`src/rtl/fifo_read_ctrl.sv`:
```
// -----------------------------------------------------------------------------
// fifo_read_ctrl
//
// Read-side controller for a 2**ADDR_W-entry two-port RAM FIFO. It compares
// the write pointer against its own read pointer, issues reads to the RAM's
// synchronous read port, captures the returned word into an output register
// and offers it downstream over a valid/ready handshake. The read pointer is
// returned to the write side so that side can detect full.
//
// Parameters:
//   ADDR_W    RAM address width; FIFO depth is 2**ADDR_W
//   DATA_W    RAM word width
//
// Ports:
//   clk       system clock, rising edge
//   reset     asynchronous active-low reset
//   wr_ptr    write pointer from the write side, MSB is the wrap bit
//   rd_addr   RAM read address (low bits of rd_ptr)
//   ram_q     RAM read data, valid the cycle after rd_addr is sampled
//   rd_ptr    read pointer including wrap bit, returned to the write side
//   out_data  output word
//   out_valid out_data holds an unconsumed word
//   out_ready downstream accepts the word
//   empty     no unread words left in the RAM
//   count     unread words in the RAM (the word in out_data is not counted)
//   rd_total  (only with FIFO_READ_CTRL_RDCNT_EN) saturating count of
//             accepted words
//
// Optional feature macro: FIFO_READ_CTRL_RDCNT_EN
// -----------------------------------------------------------------------------
module fifo_read_ctrl #(
    parameter int ADDR_W = 5,
    parameter int DATA_W = 8
) (
    input  logic              clk,
    input  logic              reset,
    input  logic [ADDR_W:0]   wr_ptr,
    output logic [ADDR_W-1:0] rd_addr,
    input  logic [DATA_W-1:0] ram_q,
    output logic [ADDR_W:0]   rd_ptr,
    output logic [DATA_W-1:0] out_data,
    output logic              out_valid,
    input  logic              out_ready,
    output logic              empty,
    output logic [ADDR_W:0]   count
`ifdef FIFO_READ_CTRL_RDCNT_EN
    ,
    output logic [15:0]       rd_total
`endif
);

    // State encoding; the unused code falls back to IDLE.
    localparam logic [1:0] ST_IDLE  = 2'd0;
    localparam logic [1:0] ST_FETCH = 2'd1;
    localparam logic [1:0] ST_HOLD  = 2'd2;

    localparam logic [ADDR_W:0]   PTR_ZERO  = {(ADDR_W+1){1'b0}};
    localparam logic [ADDR_W:0]   PTR_ONE   = {{ADDR_W{1'b0}}, 1'b1};
    localparam logic [DATA_W-1:0] DATA_ZERO = {DATA_W{1'b0}};

    logic [1:0]        state_r;
    logic [1:0]        state_nxt_s;
    logic [ADDR_W:0]   rd_ptr_r;
    logic [ADDR_W:0]   rd_ptr_nxt_s;
    logic [DATA_W-1:0] out_data_r;
    logic [DATA_W-1:0] out_data_nxt_s;
    logic              out_valid_r;
    logic              out_valid_nxt_s;
    logic              empty_s;

    // Empty compares the wrap bit too, so a full RAM (pointers differing
    // only in the MSB) reads as not empty with count = 2**ADDR_W.
    assign empty_s   = (wr_ptr == rd_ptr_r);
    assign empty     = empty_s;
    assign count     = wr_ptr - rd_ptr_r;
    assign rd_addr   = rd_ptr_r[ADDR_W-1:0];
    assign rd_ptr    = rd_ptr_r;
    assign out_data  = out_data_r;
    assign out_valid = out_valid_r;

    // Next-state logic: one read in flight at a time, so a word takes an
    // issue cycle (IDLE/HOLD) and a capture cycle (FETCH).
    always_comb begin
        state_nxt_s     = state_r;
        rd_ptr_nxt_s    = rd_ptr_r;
        out_data_nxt_s  = out_data_r;
        out_valid_nxt_s = out_valid_r;
        case (state_r)
            ST_IDLE: begin
                out_valid_nxt_s = 1'b0;
                if (!empty_s) begin
                    // RAM samples the old rd_addr on this same edge.
                    rd_ptr_nxt_s = rd_ptr_r + PTR_ONE;
                    state_nxt_s  = ST_FETCH;
                end else begin
                    state_nxt_s  = ST_IDLE;
                end
            end
            ST_FETCH: begin
                out_data_nxt_s  = ram_q;
                out_valid_nxt_s = 1'b1;
                state_nxt_s     = ST_HOLD;
            end
            ST_HOLD: begin
                if (out_ready) begin
                    out_valid_nxt_s = 1'b0;
                    if (!empty_s) begin
                        rd_ptr_nxt_s = rd_ptr_r + PTR_ONE;
                        state_nxt_s  = ST_FETCH;
                    end else begin
                        state_nxt_s  = ST_IDLE;
                    end
                end else begin
                    state_nxt_s = ST_HOLD;
                end
            end
            default: begin
                out_valid_nxt_s = 1'b0;
                state_nxt_s     = ST_IDLE;
            end
        endcase
    end

    // State and output registers.
    always_ff @(posedge clk or negedge reset) begin
        if (!reset) begin
            state_r     <= ST_IDLE;
            rd_ptr_r    <= PTR_ZERO;
            out_data_r  <= DATA_ZERO;
            out_valid_r <= 1'b0;
        end else begin
            state_r     <= state_nxt_s;
            rd_ptr_r    <= rd_ptr_nxt_s;
            out_data_r  <= out_data_nxt_s;
            out_valid_r <= out_valid_nxt_s;
        end
    end

`ifdef FIFO_READ_CTRL_RDCNT_EN
    logic [15:0] rd_total_r;

    assign rd_total = rd_total_r;

    // Saturating count of completed output handshakes.
    always_ff @(posedge clk or negedge reset) begin
        if (!reset) begin
            rd_total_r <= 16'd0;
        end else if (out_valid_r && out_ready && (rd_total_r != 16'hFFFF)) begin
            rd_total_r <= rd_total_r + 16'd1;
        end else begin
            rd_total_r <= rd_total_r;
        end
    end
`endif

endmodule
```
`config.mk`:
```
export PLATFORM = sky130hd
export DESIGN_NAME = fifo_read_ctrl
export DESIGN_NICKNAME = d
export VERILOG_FILES = /design/src/rtl/fifo_read_ctrl.sv
export SDC_FILE = /design/constraint.sdc
export NUM_CORES = 1
export LEC_CHECK = 0
export ABC_CLOCK_PERIOD_IN_PS = 2250
export CAP_MARGIN = 20
export CORE_MARGIN = 2
export CORE_UTILIZATION = 55
export CTS_CLUSTER_DIAMETER = 200
export DETAILED_ROUTE_END_ITERATION = 16
export DONT_BUFFER_PORTS = 1
export GPL_ROUTABILITY_DRIVEN = 0
export PLACE_DENSITY = 0.7
export SLEW_MARGIN = 20
export SYNTH_ARGS = -nofsm -noshare
export SYNTH_HDL_FRONTEND = slang
export SYNTH_SLANG_ARGS = --single-unit
```
`constraint.sdc`:
```
create_clock -name clk -period 2.25 [get_ports clk]
set_input_delay 0.225 -clock clk [delete_from_list [all_inputs] [get_ports clk]]
set_output_delay 0.225 -clock clk [all_outputs]
set_load 0.01 [all_outputs]
```
==> results.cfg <==
[run_status]
result_of_the_run = completed

[synth]
yosys_most_used_dff = dfrtp_1
yosys_register_bits = 17
synth.distinct_cells = 29
synthesis.area_per_instance_um2 = 11.0
synth_nets = 113
warning_count_from_the_yosys_run = 0
count_of_flip_flops_with_a_built_in_enable_after_synthesis = 0
synth_cells = 89
synth.cell_area_um2 = 978
synth.yosys.seq_area_share_pct = 43.5
synth-async-reset-ratio_pct = 100

[sta]
final.period_utilization_pct = 91.8
timing.final.setup_violations = 0
max_slew_margin_pct = 50.8
final-hold-violation-count = 0
timing.clock.skew_ns = 0.00331
final_period_demand_of_the_worst_path_ns = 2.07
maxClockFrequency_mhz = 484
rsz0062_at_grt = false
fin_setup_tns_ns = 0
maxSlewViolCount = 0
fin_hold_ws_ns = 0.0877
tightestPinTransition_ns = 0.736

[worst_setup_path]
setup.worst_path.class = flop to output pin
critical-path-slowest-cell = dfrtp_1
worstPathBufferInverterCount = 1
critPathTopFamily = compound AO/OA/AOI/OAI gates
critPathLaunchType = flop
timing.critical_path.required_ns = 2.03
critPathArrivalTime_ns = 1.84
cp_slowest_stage_delay_ns = 0.36
worst-path-max-fanout = 3
kind_of_capture_point_of_the_worst_setup_path = output pin
timing.critical_path.cells = inv_1, ha_1, nor2b_1, o21a_1, o2111a_1, a211o_1

[floorplanning]
fp.dieW_um = 46.2
floorplan.rows = 15
die-area_um2 = 2130
initial_utilization_pct = 57.3
io-pin-count = 44
floorplan.core_area_um2 = 1710
die_height_um = 46.2

[grt]
grt_busiest_layer = met1
grt_max_degree = 18
grt_pass1_wl_um = 2350
track_usage_pct = 15.8
groute.layer.met3.usage_pct = 9.02
global_route.overflow_total = 0
global_route.usage.met2_pct = 19.7
grt_util_met1_pct = 24.3
antenna_found_initial = 0
first_global_vias = 508

[detailed_routing]
drt.antenna.violating_nets = 0
dr.first_iter.drc_count = 5
drtPass1Iterations = 2
detail_route.vias_per_cell = 5.09
average_routed_wire_per_standard_cell_um = 13.2
dr_total_vias = 601
wl_um = 1560
number_of_drc_violations_after_detailed_routing = 0

[clock_tree]
clkLatencyLatePin_ns = 0.28
clk_pin_slew_worst_paths_ns = 0.09
cts_tree = done
htree_depth = 1
post_cts_resized = 0
numCtsBuffers = 3
tritoncts_num_sinks = 17
max-clock-path-buffers = 2
clk_root_buffer_cell = clkbuf_4

[placed_design]
numPortBuffers = 0
hpwl_um = 1230
place.detailed.instances = 113

[pwr]
finalPower_mw = 1.70
static-leakage-power_nw = 0.501
power_per_cell_area_nw_per_um2 = 1640
vdd_ir_drop_max_uv = 792

[finish]
fillCellCount = 155
diode_insertion_count_for_antenna_repair = 0
design.final.nets = 118
drive_above_1_share_pct = 22.6
post_layout_nonfiller_instances = 118
area_growth_syn_to_layout_pct = 6.01

[flow_run]
timing.max_cap.violations = 0

[min_path]
hold_path_class = input port to flop
==> layer usage <==
layer,wire length (um),up-vias
li1,-,299
met1,755,279
met2,674,23
met3,126,0
met4,0,0
met5,0,-
==> registers in the layout, indices dropped and copies added (netlist names) <==
register and count:
out_valid 1, rd_ptr 6, state_r 2, out_data 8
==> through the flow <==
step	utilization, %	instance area [um^2]	setup WS (ns)
4_1_cts	60.7	1040	0.170
5_1_grt	60.7	1040	0.0576
2_1_floorplan	-	978	0.377
3_3_place_gp	58.6	1000	0.462
3_5_place_dp	58.6	1000	0.441
6_report	60.7	1040	0.184
==> kinds of logic (layout without fill, tap and decap cells) <==
kind of cell    Yosys count  count (layout)  share of synthesized area [%]
simple gates             20              20                           11.6
buf+inv                  18              22                           9.72
flops                    17              17                           43.5
compound gates            9               9                           6.65
xor+xnor                  9               9                           8.06
mux                       9               9                           10.7
fa+ha+maj                 7               7                           9.72
==> power breakdown <==
| group | total (mW) | switching, mW | internal, mW |
|---|---|---|---|
| registers | 0.603 | 0.139 | 0.465 |
| logic | 0.946 | 0.503 | 0.443 |
| clock network | 0.155 | 0.0867 | 0.0688 |
==> path summary, 6_finish.rpt <==
| kind | start | to | slack [ns] | cells past startpoint |
|---|---|---|---|---|
| worst max-delay path | rd_ptr[1] | count[5] | 0.18 | 6 |
| worst max register to register | rd_ptr[4] | rd_ptr[1] | 0.43 | 6 |
| worst min register to register | out_valid | out_valid | 0.57 | 1 |
| min in group asynchronous | reset | state_r[0] | 0.44 | 1 |
| max in group asynchronous | reset | rd_ptr[3] | 1.35 | 1 |
| worst min-delay path | ram_q[1] | out_data[1] | 0.09 | 1 |
==> layout by cell type, fill, tap and decap left out, types with 3 or more instances in the layout <==
master    count
nor2_1        3
clkbuf_4      3
nor2b_1       4
buf_4         6
dfrtp_1      17
ha_1          6
xnor2_1       8
inv_1        11
nand3_1       3
mux2_2        8
==> cells in the mapped netlist (2+ instances only) <==
cell type / n / share of area (%)
nor2_1: 3 / 1.2
ha_1: 6 / 7.7
nor2b_1: 4 / 2.6
nand4_1: 2 / 1.3
a21o_1: 2 / 1.5
nand3_1: 3 / 1.5
inv_1: 11 / 4.2
xnor2_1: 8 / 7.2
buf_4: 5 / 3.8
nor3_1: 2 / 1.0
dfrtp_1: 17 / 43
o21ai_0: 2 / 1.0
mux2_2: 8 / 9.2
==> cell type report <==
class                      count  area [um^2]  area share (%)
multi-input combinational     54          458            44.1
inverter                      11         41.3            3.98
clock buffer                   4         26.3            2.53
timing repair buffer           7         55.1            5.31
sequential                    17          425            41.0
tap                           25         31.3            3.02
==> timing repair <==
item,4_1_cts,5_1_grt
endpoints found under the hold margin,17,0
setup buffers,0,0
hold buffers,1,0
Power figures use the tool's default switching activity.
